## config.mk

```make
export PLATFORM = sky130hd
export DESIGN_NAME = mac_array_ctrl
export DESIGN_NICKNAME = d
export VERILOG_FILES = /design/src/rtl/mac_array_ctrl_pkg.sv /design/src/rtl/mac_array_ctrl_inst_skew.sv /design/src/rtl/mac_array_ctrl.sv
export SDC_FILE = /design/constraint.sdc
export NUM_CORES = 1
export LEC_CHECK = 0
export CAP_MARGIN = 20
export CORE_UTILIZATION = 45
export DETAILED_ROUTE_END_ITERATION = 8
export DONT_BUFFER_PORTS = 1
export PLACE_DENSITY = 0.63
export SLEW_MARGIN = 5
export SYNTH_ARGS = -nofsm -noshare
export SYNTH_HDL_FRONTEND = slang
export SYNTH_SLANG_ARGS = --single-unit
```

## constraint.sdc

```tcl
create_clock -name clk -period 5.7 [get_ports clk]
set_input_delay 1.14 -clock clk [delete_from_list [all_inputs] [get_ports clk]]
set_output_delay 1.14 -clock clk [all_outputs]
set_load 0.02 [all_outputs]
```

## src/rtl/mac_array_ctrl_pkg.sv

```systemverilog
// Shared definitions for the MAC array sequencer: FSM states, per-row
// instruction codes, SRAM read latency and the DRAIN watchdog limit.
package mac_array_ctrl_pkg;

  typedef enum logic [2:0] {
    S_IDLE  = 3'd0,
    S_LOAD  = 3'd1,
    S_GAP   = 3'd2,
    S_EXEC  = 3'd3,
    S_DRAIN = 3'd4,
    S_DONE  = 3'd5
  } ctrl_state_e;

  // Per-row instruction: bit1 execute, bit0 kernel load
  localparam logic [1:0] INST_IDLE = 2'b00;
  localparam logic [1:0] INST_LOAD = 2'b01;
  localparam logic [1:0] INST_EXEC = 2'b10;

  // Cycles from SRAM read enable to data at row 0
  localparam int unsigned SRAM_RD_LAT = 1;

  // DRAIN cycles tolerated before the watchdog forces completion
  function automatic int unsigned wdog_limit(input int unsigned rows, input int unsigned cols);
    return 2 * (rows + cols) + 4;
  endfunction

endpackage

```

## src/rtl/mac_array_ctrl_inst_skew.sv

```systemverilog
// inst_skew: 2-bit instruction delay line. Tap s carries the input
// delayed by s+1 cycles; the line shifts every cycle, so idle zeros
// flow in behind the last instruction.
module inst_skew #(
  parameter int unsigned stages = 8
) (
  input  logic                  clk,
  input  logic                  reset,
  input  logic [1:0]            inst_in,
  output logic [2*stages-1:0]   taps
);

  // Shift register: stage 0 takes the new code, stage s takes stage s-1
  always_ff @(posedge clk or negedge reset) begin
    if (!reset) begin
      taps <= '0;
    end else begin
      taps[1:0] <= inst_in;
      for (int unsigned s = 1; s < stages; s++) begin
        taps[2*s +: 2] <= taps[2*(s-1) +: 2];
      end
    end
  end

endmodule

```

## src/rtl/mac_array_ctrl.sv

```systemverilog
// mac_array_ctrl: sequencer for the 2D MAC array. One start runs
// weight load, a row-length gap, execute, drain and a done pulse,
// driving skewed per-row instructions, SRAM reads and output-FIFO strobes.
// Optional feature: define MAC_CTRL_WDOG_EN to enable the DRAIN watchdog
// (sticky err, forced completion); otherwise err is tied low.
module mac_array_ctrl
  import mac_array_ctrl_pkg::*;
#(
  parameter int unsigned row    = 8,
  parameter int unsigned col    = 8,
  parameter int unsigned cnt_bw = 11
) (
  input  logic              clk,
  input  logic              reset,
  input  logic              start,
  input  logic              mode_in,
  input  logic [cnt_bw-1:0] num_ker,
  input  logic [cnt_bw-1:0] num_act,
  input  logic [col-1:0]    valid_last,
  output logic              busy,
  output logic              done,
  output logic              err,
  output logic              mode_sel,
  output logic [2*row-1:0]  inst_w,
  output logic              w_rd_en,
  output logic [cnt_bw-1:0] w_addr,
  output logic              x_rd_en,
  output logic [cnt_bw-1:0] x_addr,
  output logic [col-1:0]    ofifo_wr
);

  localparam int unsigned SKEW_STAGES = row + SRAM_RD_LAT - 1;
  localparam int unsigned GAP_W       = $clog2(row + 1);
  localparam logic [GAP_W-1:0] GAP_LAST = GAP_W'(row - 1);

  ctrl_state_e             state_q, state_d;
  logic [cnt_bw-1:0]       num_ker_q, num_act_q;
  logic [cnt_bw-1:0]       out_cnt, out_cnt_nxt;
  logic [GAP_W-1:0]        gap_cnt;
  logic [1:0]              base_inst;
  logic [2*SKEW_STAGES-1:0] skew_taps;
  logic                    drain_hit;
  logic                    wdog_to;

  // Completion includes the bottom-row valid arriving this cycle so done
  // follows the final output by exactly one cycle
  assign out_cnt_nxt = out_cnt + cnt_bw'(valid_last[col-1]);
  assign drain_hit   = (out_cnt_nxt == num_act_q);

  assign busy     = (state_q != S_IDLE);
  assign done     = (state_q == S_DONE);
  assign ofifo_wr = valid_last & {col{busy}};

  // State register
  always_ff @(posedge clk or negedge reset) begin
    if (!reset) state_q <= S_IDLE;
    else        state_q <= state_d;
  end

  // Next-state and per-phase SRAM enables / base instruction
  always_comb begin
    state_d   = state_q;
    base_inst = INST_IDLE;
    w_rd_en   = 1'b0;
    x_rd_en   = 1'b0;
    case (state_q)
      S_IDLE: begin
        if (start) state_d = (num_ker == '0) ? S_GAP : S_LOAD;
      end
      S_LOAD: begin
        base_inst = INST_LOAD;
        w_rd_en   = 1'b1;
        if (w_addr == num_ker_q - cnt_bw'(1)) state_d = S_GAP;
      end
      S_GAP: begin
        if (gap_cnt == GAP_LAST) state_d = (num_act_q == '0) ? S_DONE : S_EXEC;
      end
      S_EXEC: begin
        base_inst = INST_EXEC;
        x_rd_en   = 1'b1;
        if (x_addr == num_act_q - cnt_bw'(1)) state_d = S_DRAIN;
      end
      S_DRAIN: begin
        if (drain_hit || wdog_to) state_d = S_DONE;
      end
      S_DONE:  state_d = S_IDLE;
      default: state_d = S_IDLE;
    endcase
  end

  // Operation parameters, addresses, gap and output counters
  always_ff @(posedge clk or negedge reset) begin
    if (!reset) begin
      mode_sel  <= 1'b0;
      num_ker_q <= '0;
      num_act_q <= '0;
      w_addr    <= '0;
      x_addr    <= '0;
      gap_cnt   <= '0;
      out_cnt   <= '0;
    end else begin
      if (state_q == S_IDLE && start) begin
        mode_sel  <= mode_in;
        num_ker_q <= num_ker;
        num_act_q <= num_act;
        out_cnt   <= '0;
        w_addr    <= '0;
      end else if (state_q != S_IDLE) begin
        out_cnt <= out_cnt_nxt;
      end

      if (state_q == S_LOAD && state_d == S_LOAD) w_addr <= w_addr + cnt_bw'(1);

      if (state_q == S_GAP && state_d == S_GAP) gap_cnt <= gap_cnt + GAP_W'(1);
      else                                      gap_cnt <= '0;

      if (state_q == S_GAP && state_d == S_EXEC)       x_addr <= '0;
      else if (state_q == S_EXEC && state_d == S_EXEC) x_addr <= x_addr + cnt_bw'(1);
    end
  end

`ifdef MAC_CTRL_WDOG_EN
  localparam int unsigned WDOG_LIMIT = wdog_limit(row, col);
  localparam int unsigned WDOG_W     = $clog2(WDOG_LIMIT);

  logic [WDOG_W-1:0] wdog_cnt;
  logic              err_q;

  assign wdog_to = (state_q == S_DRAIN) && !drain_hit &&
                   (wdog_cnt == WDOG_W'(WDOG_LIMIT - 1));
  assign err     = err_q;

  // DRAIN cycle counter and sticky timeout flag
  always_ff @(posedge clk or negedge reset) begin
    if (!reset) begin
      wdog_cnt <= '0;
      err_q    <= 1'b0;
    end else begin
      if (state_q == S_DRAIN) wdog_cnt <= wdog_cnt + WDOG_W'(1);
      else                    wdog_cnt <= '0;
      if (wdog_to) err_q <= 1'b1;
    end
  end
`else
  assign wdog_to = 1'b0;
  assign err     = 1'b0;
`endif

  inst_skew #(
    .stages (SKEW_STAGES)
  ) u_inst_skew (
    .clk     (clk),
    .reset   (reset),
    .inst_in (base_inst),
    .taps    (skew_taps)
  );

  // Row r takes the tap delayed by SRAM latency plus r cycles
  assign inst_w = skew_taps[2*SKEW_STAGES-1 -: 2*row];

endmodule
```

### Yosys cells after proc, flatten, opt, wreduce, memory -nomap -nowiden

Cells that the tools add are included.

| word-level totals | value |
|---|---|
| register bits after elaboration | 79 |
| word-level logic and storage cells | 58 |
| output and inout port bits | 52 |
| bits of input ports | 34 |

| operators by class | value |
|---|---|
| reductions and logical operators | 12 |
| equal/unequal tests | 12 |
| add/subtract/negate cells | 6 |
| bitwise gates (word level) | 1 |
| mux-type cells | 18 |

Operator list:

| operator | number |
|---|---|
| $mux 11 | 6 |
| $eq 11x11->1 | 3 |
| $add 11x1->11 const B | 2 |
| $logic_not 11->1 | 2 |
| $sub 11x1->11 const B | 2 |
| $mux 3 | 6 |
| $pmux 3 s5 | 1 |
| $eq 3x2->1 const B | 4 |
| $add 11x1->11 | 1 |
| $and 8x8->8 | 1 |
| $eq 3x1->1 const B | 2 |
| $eq 3x3->1 const B | 2 |
| $reduce_bool 2->1 | 3 |
| $logic_and 1x1->1 | 5 |
| $add 4x1->4 const B | 1 |
| $eq 4x3->1 const B | 1 |
| $mux 4 | 1 |
| $pmux 2 s2 | 1 |
| $logic_not 3->1 | 1 |
| $reduce_bool 3->1 | 1 |
| $mux 1 | 2 |
| $mux 2 | 1 |

### Logic depth before layout (Yosys ltp)

Gate-level depths: netlist (run 1).

| logic depth | value |
|---|---|
| depth after elaboration | 8 |
| mapped depth | 12 |
| depth with buffers taken out | 9 |

### Modules after synthesis

A second synthesis (run 1) with hierarchy kept.

| second synthesis, totals | value |
|---|---|
| cell total of the unflattened synthesis | 538 |
| area, all modules | 4804.6 sq um |

By module, submodules not included:

| module | area an instance (sq um) | sequential area each (sq um) | instances | cells an instance |
|---|---|---|---|---|
| mac_array_ctrl | 4404.2 | 1576.5 | 1 | 522 |
| inst_skew | 400.4 | 400.4 | 1 | 16 |

### Worst setup path before layout (run 1)

Ideal clock, no wire load.

| timing path | value |
|---|---|
| path kind | in2reg |
| start | input valid_last[7] |
| end | register gap_cnt[3] |
| cell stages on the path | 9 |
| path buffers | 0 |
| required time | 5.574 ns |
| arrival time | 2.905 ns |
| slack | 2.669 ns |
| library setup time | 0.126 ns |
| cells stage by stage | ha_1 -> ha_1 -> nand4_1 -> or2_2 -> a311oi_1 -> o2111ai_1 -> or3_1 -> nand3_1 -> nor3_1 |

| on the way | value |
|---|---|
| longest elaborated chain between the ends | 7 |

RTL lines:

| what | line | RTL |
|---|---|---|
| start, declared | mac_array_ctrl.sv:19 | `input logic [col-1:0] valid_last,` |
| $add 11x1->11 | mac_array_ctrl.sv:47 | `assign out_cnt_nxt = out_cnt + cnt_bw'(valid_last[col-1]);` |
| $eq 11x11->1 | mac_array_ctrl.sv:48 | `assign drain_hit = (out_cnt_nxt == num_act_q);` |
| $mux 3 | mac_array_ctrl.sv:84 | `if (drain_hit \|\| wdog_to) state_d = S_DONE;` |
| $pmux 3 s5 | mac_array_ctrl.sv:66 | `case (state_q)` |
| $eq 3x2->1 | mac_array_ctrl.sv:114 | `if (state_q == S_GAP && state_d == S_GAP) gap_cnt <= gap_cnt + GAP_W'(1);` |
| $logic_and 1x1->1 | mac_array_ctrl.sv:114 |  |
| $mux 4 | mac_array_ctrl.sv:114 |  |
| end signal, assigned | mac_array_ctrl.sv:114 |  |
| end, declared | mac_array_ctrl.sv:39 | `logic [GAP_W-1:0] gap_cnt;` |

Every way passes these cells.
A chain may end at the register's enable or synchronous reset.

### Final worst setup path (run 1)

| timing path | value |
|---|---|
| start | register num_act_q[0] |
| end | register x_addr[1] |

| on the way | value |
|---|---|
| longest elaborated chain between the ends | 7 |
| elaborated cells between the ends (all ways) | 14 |
| classes of those cells | add/sub (1); eq/ne (3); mux (6); reduce/logical (4) |

RTL lines:

| what | line | RTL |
|---|---|---|
| start, declared | mac_array_ctrl.sv:37 | `logic [cnt_bw-1:0] num_ker_q, num_act_q;` |
| start signal, assigned | mac_array_ctrl.sv:105 | `num_act_q <= num_act;` |
| $sub 11x1->11 or $logic_not 11->1 (tied branches) | mac_array_ctrl.sv:81, mac_array_ctrl.sv:76 |  |
| $eq 11x11->1 or $mux 3 (tied branches) | mac_array_ctrl.sv:81, mac_array_ctrl.sv:76 |  |
| $mux 3 (on tied branches) | mac_array_ctrl.sv:81, mac_array_ctrl.sv:76 |  |
| $pmux 3 s5 (*) | mac_array_ctrl.sv:66 |  |
| $eq 3x2->1 (*) | mac_array_ctrl.sv:117, mac_array_ctrl.sv:118 |  |
| $logic_and 1x1->1 (on tied branches) | mac_array_ctrl.sv:117, mac_array_ctrl.sv:118 |  |
| $mux 11 or $reduce_bool 2->1 (tied branches) | -- |  |
| end signal, assigned | mac_array_ctrl.sv:118 | `else if (state_q == S_EXEC && state_d == S_EXEC) x_addr <= x_addr + cnt_bw'(1);` |
| end, declared | mac_array_ctrl.sv:28 | `output logic [cnt_bw-1:0] x_addr,` |

Mark *: on every way between the ends. The rest lies on a longest branch, timed or not.

==> impl_metrics.env, run 1 <==
export IMPL_run_status="finished, final reports clean"
export IMPL_leakage_nw=1.99
export IMPL_slew_violations=0
export IMPL_setup_tns_ns=0
export IMPL_htree_levels=3
export IMPL_drc=0
export IMPL_synth_area_leader_cell="dfrtp_1"
export IMPL_cts_tree="yes"
export IMPL_async_flop_share_pct=100
export IMPL_cts_sinks=79
export IMPL_fin_skew_ns=0.0125
export IMPL_critPathLaunchType="register"
export IMPL_hold_viol=0
export IMPL_start_util_pct=46.9
export IMPL_rsz0062_at_grt="false"
export IMPL_maxCapViolations=0
export IMPL_diodes=0
export IMPL_dieArea_sq_um=10700
export IMPL_r2r_setup_slack_ns=2.69
export IMPL_post_route_period_util_pct=52.8
export IMPL_multi_input_area_sq_um=2420
export IMPL_ant_nets=0
export IMPL_gp_congestion=0.941
export IMPL_drt_wl_total_um=10500
export IMPL_max_freq_mhz=332
export IMPL_crit_path_cell_trace="inv_1, ha_1, nor2b_1, a21oi_1, nor4b_1, and4b_1, and3_1, nand2b_1, o22ai_1"
export IMPL_vias=3479
export IMPL_io_pins=86
export IMPL_synth_seq_area_share_pct=42.7
export IMPL_finalCriticalPeriod_ns=3.01
export IMPL_grt_pass1_vias=3261
export IMPL_synth_enable_flop_cells=0
export IMPL_wl_per_cell_um=17.7
export IMPL_grt_pass1_wl_um=17100
export IMPL_layout_nets=499
export IMPL_numPortBuffers=0
export IMPL_worst_slew_pin_slew_ns=0.760
export IMPL_ys_warn_count=0
export IMPL_syn_num_nets=511
export IMPL_ys_ff_latch=79
export IMPL_critPathMaxFanout=19
export IMPL_seq_area_sq_um=1980
export IMPL_max_stage_delay_ns=0.52
export IMPL_r2r_cells=9
export IMPL_endpoint_kind="register"
export IMPL_core_sq_um=9860
export IMPL_synth_area_leaders="dfrtp_1 43%, mux2_2 5.6%, xnor2_1 5.1%"
export IMPL_dp_hpwl_um=7510
export IMPL_clk_latency_ns=0.37
export IMPL_initialDrtViolationCount=168
export IMPL_synth_cell_type_count=72
export IMPL_synthCells=470
export IMPL_num_fill_cells=913
export IMPL_die_h_um=103
export IMPL_power_density_nw_per_um2=547
export IMPL_ir_worst_vdd_v=0.000249
export IMPL_grt_use_total_pct=21.4
export IMPL_avgSynthCellArea_sq_um=9.84
export IMPL_place_area_sq_um=4670
export IMPL_area_delta_synth_final_pct=5.09
export IMPL_drive_gt1_share_pct=13.2
export IMPL_clk_pin_slew_ns=0.09
export IMPL_criticalPathCategory="register to register"
export IMPL_vias_per_cell=5.84
export IMPL_r2r_start="num_act_q[0]"
export IMPL_die_w_um=103
export IMPL_cts_resized=0
export IMPL_ys_flop_type="dfrtp_1"
export IMPL_grt_ovfl_total=0
export IMPL_arrival_ns=3.22
export IMPL_grt_max_degree=80
export IMPL_ctsHoldBuffers=0
export IMPL_num_rows=36
export IMPL_setup_viol=0
export IMPL_antenna_found_initial=0
export IMPL_post_route_cell_area_sq_um=4860
export IMPL_root_buffer="clkbuf_8"
export IMPL_post_cts_buffers=0
export IMPL_cp_required_ns=5.91
export IMPL_r2r_end="x_addr[1]"
export IMPL_cts_buffer_depth=2
export IMPL_synth_top_area_share_pct=42.7
export IMPL_worst_path_max_delay_cell="and3_1"
export IMPL_syn_cell_area_sq_um=4620
export IMPL_hold_class="input pin to async pin"
export IMPL_numCtsBuffers=9
export IMPL_firstDrtPassIters=4
export IMPL_relSlewSlack_pct=49.1
-- cells by family (layout without fill, tap and decap cells) --
kind of cell,after synthesis,in the layout,synth area share (%)
AOI/OAI and AO/OA,94,94,13.8
xor gates and xnor gates,45,45,8.52
adders and majority gates,8,8,2.11
buffers and inverters,49,42,5.01
DFF,79,79,42.7
muxes,26,26,6.36
other,1,1,0.0811
and+or+nand+nor,168,168,21.4
-- placed cells by master (no fill, tap or decap), types with 3 or more instances in the layout --
cell	Yosys	layout
a31oi_1	7	7
and2_1	9	9
o211ai_1	5	5
xnor2_1	27	27
dfrtp_1	79	79
nand2b_1	4	4
nor3_1	12	11
o31ai_1	8	8
nand2_1	26	26
nor2_1	25	25
and3_1	11	11
nor3b_1	3	3
inv_1	23	23
mux2_2	23	23
xor2_1	18	18
a21oi_1	15	15
nor4_1	3	3
nand3_1	24	24
or4_1	5	5
o21ai_0	25	25
nand4_1	8	8
o221ai_1	3	3
nor4_4	3	3
a211o_1	3	3
or2_2	3	3
clkbuf_8	0	10
ha_1	7	7
or3_1	9	9
nand3b_1	7	7
o22ai_1	3	3
clkinv_2	0	3
-- worst max path at each step --
stage	startpoint	endpoint	slack, ns	cells after the start
floorplan	valid_last[7]	gap_cnt[3]	2.67	9
global placement	valid_last[7]	gap_cnt[3]	2.43	9
detailed placement	valid_last[7]	gap_cnt[1]	2.35	9
CTS	num_act_q[0]	x_addr[1]	2.74	9
global route	num_act_q[0]	x_addr[1]	2.40	9
finish	num_act_q[0]	x_addr[1]	2.69	9
-- critical path: cells and delay by family, from the launching register on --
kind | cells | cell delay [ns]
AO/OA/AOI/OAI | 2 | 0.24
adder cells (fa/ha/maj) | 1 | 0.19
buffers and inverters | 1 | 0.10
flip-flops | 1 | 0.50
AND/OR/NAND/NOR | 5 | 1.81
-- cell type report --
type,instances,area share [%]
multi-input cells,342,49.8
clock buffers,12,2.99
well taps,133,3.42
inverters,24,1.85
flip-flops and latches,79,40.7
repair buffers,2,0.309
clock inverters,4,0.927
-- through the flow --
stage / power, mW / util [%] / setup WS (ns) / hold slack (ns) / cells
3_5_place_dp: 2.24 / 47.3 / 2.35 / 0.470 / 580
2_1_floorplan: 2.01 / - / 2.67 / 0.443 / 470
4_1_cts: 2.67 / 49.3 / 2.74 / 0.432 / 596
3_3_place_gp: 2.20 / 47.3 / 2.43 / 0.464 / 580
6_report: 2.66 / 49.3 / 2.69 / 0.452 / 596
5_1_grt: 2.85 / 49.3 / 2.40 / 0.427 / 596
-- cell usage after synthesis (all sizes together), types with 4 or more instances --
master,n
nand4,8
nor2,25
or4,5
inv,24
and3,13
nor4,6
or3,10
mux2,24
dfrtp,79
nand3b,7
nor3,13
buf,11
a21oi,16
o211ai,5
nor3b,4
o31ai,8
xnor2,27
o21ai,25
nand2b,4
a31oi,7
nand3,24
clkbuf,14
ha,7
nand2,26
and2,9
xor2,18
-- state kept, by name (all words and copies together) (netlist names) --
name	flops
gap_cnt	4
out_cnt	11
mode_sel	1
x_addr	11
num_ker_q	11
state_q	3
w_addr	11
u_inst_skew.taps	16
num_act_q	11
-- where the power goes --
group	switching, mW	internal [mW]	total [mW]
registers	0.493	0.756	1.25
logic	0.513	0.474	0.987
clock network	0.208	0.213	0.421
total	1.21	1.44	2.66
-- per-layer routing --
layer / GRT usage, % / part of all wire, % / wire length, um / up-vias
met1: 28.6 / 46 / 4880 / 1694
met3: 6.18 / 6.1 / 641 / 17
li1: - / - / - / 1672
met2: 33.1 / 46 / 4840 / 96
met4: 7.37 / 1.6 / 164 / 0
met5: 0 / 0 / 0 / -
(Power assumes the default switching activity.)
==> run 2: changes to the inputs <==
- clock period: 5.7 -> 2.81 ns (I/O delays scaled with it)
==> impl_metrics.env, run 2 (synthesis results as in run 1) <==
export IMPL_fin_skew_ns=0.00785
export IMPL_max_stage_delay_ns=0.52
export IMPL_hold_class="input pin to async pin"
export IMPL_path_buf_inv=0
export IMPL_dp_hpwl_um=7800
export IMPL_htree_levels=3
export IMPL_drc=0
export IMPL_final_cell_count_no_fill=618
export IMPL_max_freq_mhz=369
export IMPL_antenna_found_initial=0
export IMPL_dieArea_sq_um=10700
export IMPL_slew_violations=0
export IMPL_num_rows=36
export IMPL_critPathLaunchType="register"
export IMPL_io_pins=86
export IMPL_cp_top_family="compound AO/OA/AOI/OAI gates"
export IMPL_critPathMaxFanout=8
export IMPL_setup_viol=0
export IMPL_cts_buffer_depth=2
export IMPL_ant_nets=0
export IMPL_die_h_um=103
export IMPL_clk_latency_ns=0.35
export IMPL_vias=3560
export IMPL_power_density_nw_per_um2=1110
export IMPL_numCtsBuffers=9
export IMPL_layout_nets=521
export IMPL_numPortBuffers=0
export IMPL_grt_ovfl_total=0
export IMPL_initialDrtViolationCount=142
export IMPL_rsz0062_at_grt="true"
export IMPL_ir_worst_vdd_v=0.000546
export IMPL_leakage_nw=2.10
export IMPL_run_status="finished, final reports clean"
export IMPL_cts_sinks=79
export IMPL_worst_slew_pin_slew_ns=0.771
export IMPL_core_sq_um=9860
export IMPL_start_util_pct=46.9
export IMPL_largest_reg_flops=16
export IMPL_arrival_ns=2.96
export IMPL_endpoint_kind="register"
export IMPL_cp_required_ns=3.06
export IMPL_vias_per_cell=5.76
export IMPL_layout_commonest_cell="dfrtp_1"
export IMPL_setup_tns_ns=0
export IMPL_setup_ws_ns=0.104
export IMPL_maxCapViolations=0
export IMPL_largest_register="u_inst_skew.taps"
export IMPL_crit_path_cell_trace="nor4_4, a211oi_1, a2111oi_2, a211oi_4, a21oi_2, mux2_4, a21o_1"
export IMPL_gp_congestion=0.885
export IMPL_die_w_um=103
export IMPL_grt_max_degree=80
export IMPL_post_route_util_pct=51.4
export IMPL_drt_wl_total_um=10600
export IMPL_grt_pass1_wl_um=17100
export IMPL_hold_viol=0
export IMPL_clk_pin_slew_ns=0.08
export IMPL_relSlewSlack_pct=48.4
export IMPL_diodes=0
export IMPL_drive_gt1_share_pct=17.9
export IMPL_final_cell_mix="79 x dfrtp_1, 27 x xnor2_1, 26 x nand2_1, 25 x nor2_1, 25 x o21ai_0"
export IMPL_cts_tree="yes"
export IMPL_num_fill_cells=879
export IMPL_wl_per_cell_um=17.2
export IMPL_grt_use_total_pct=21.1
export IMPL_firstDrtPassIters=6
export IMPL_dp_slack_ns=0.00708
export IMPL_root_buffer="clkbuf_8"
export IMPL_grt_pass1_vias=3424
export IMPL_post_route_period_util_pct=96.3
export IMPL_area_delta_synth_final_pct=9.66
export IMPL_placed_cells=600
export IMPL_finalCriticalPeriod_ns=2.71
export IMPL_worst_path_max_delay_cell="dfrtp_1"
export IMPL_criticalPathCategory="register to register"
-- run 2: cell types whose count changed in the layout (fill, tap and decap cells not counted), sizes merged --
cell	before	now
clkinv	3	4
buf	2	24
clkinvlp	0	1
clkbuf	12	10
-- run 2: cell type report --
cell class	instances	area (sq um)	share of cell area (%)
Clock buffer	10	128	2.52
Inverter	24	90.1	1.78
Timing Repair Buffer	24	200	3.95
Sequential cell	79	1980	39.0
Multi-Input combinational cell	342	2450	48.3
Clock inverter	6	61.3	1.21
Tap cell	133	166	3.28
-- run 2: worst paths after layout --
check | slack, ns | startpoint | to | depth (start not counted)
min in group clk | 0.35 | num_ker[2] | num_ker_q[2] | 1
min reg2reg | 0.48 | gap_cnt[0] | gap_cnt[0] | 1
min | 0.08 | reset | num_ker_q[5] | 1
max | 0.10 | num_ker_q[2] | w_addr[8] | 7
max reg2reg | 0.10 | num_ker_q[2] | w_addr[8] | 7
max in group asynchronous | 2.36 | reset | num_ker_q[1] | 1
-- run 2: power breakdown --
group	switching [mW]	internal, mW
Clock	0.433	0.408
Sequential	0.739	1.54
Combinational	1.37	1.14
Total	2.54	3.09
-- run 2: stage by stage --
stage               instance area (sq um)  hold slack [ns]  total power [mW]
CTS                                  5040           0.0986              5.61
floorplan                            4620            0.266              4.09
global placement                     4820            0.269              4.67
global route                         5070            0.113              6.04
finish                               5070           0.0817              5.63
detailed placement                   4820            0.268              4.73
-- run 2: repair_timing --
item                                    4_1_cts  5_1_grt
endpoints found under the hold margin        79        0
endpoints found under the setup margin        0       23
hold buffers                                  1        0
gates resized for setup                       0        6
setup buffers                                 0        1
-- run 2: per-layer routing --
metal,GRT usage (%),vias to the layer above,share of wire (%)
li1,-,1716,-
met1,29.0,1731,47
met2,32.2,97,45
met3,5.98,16,6.3
met4,6.83,0,1.3
met5,0,-,0
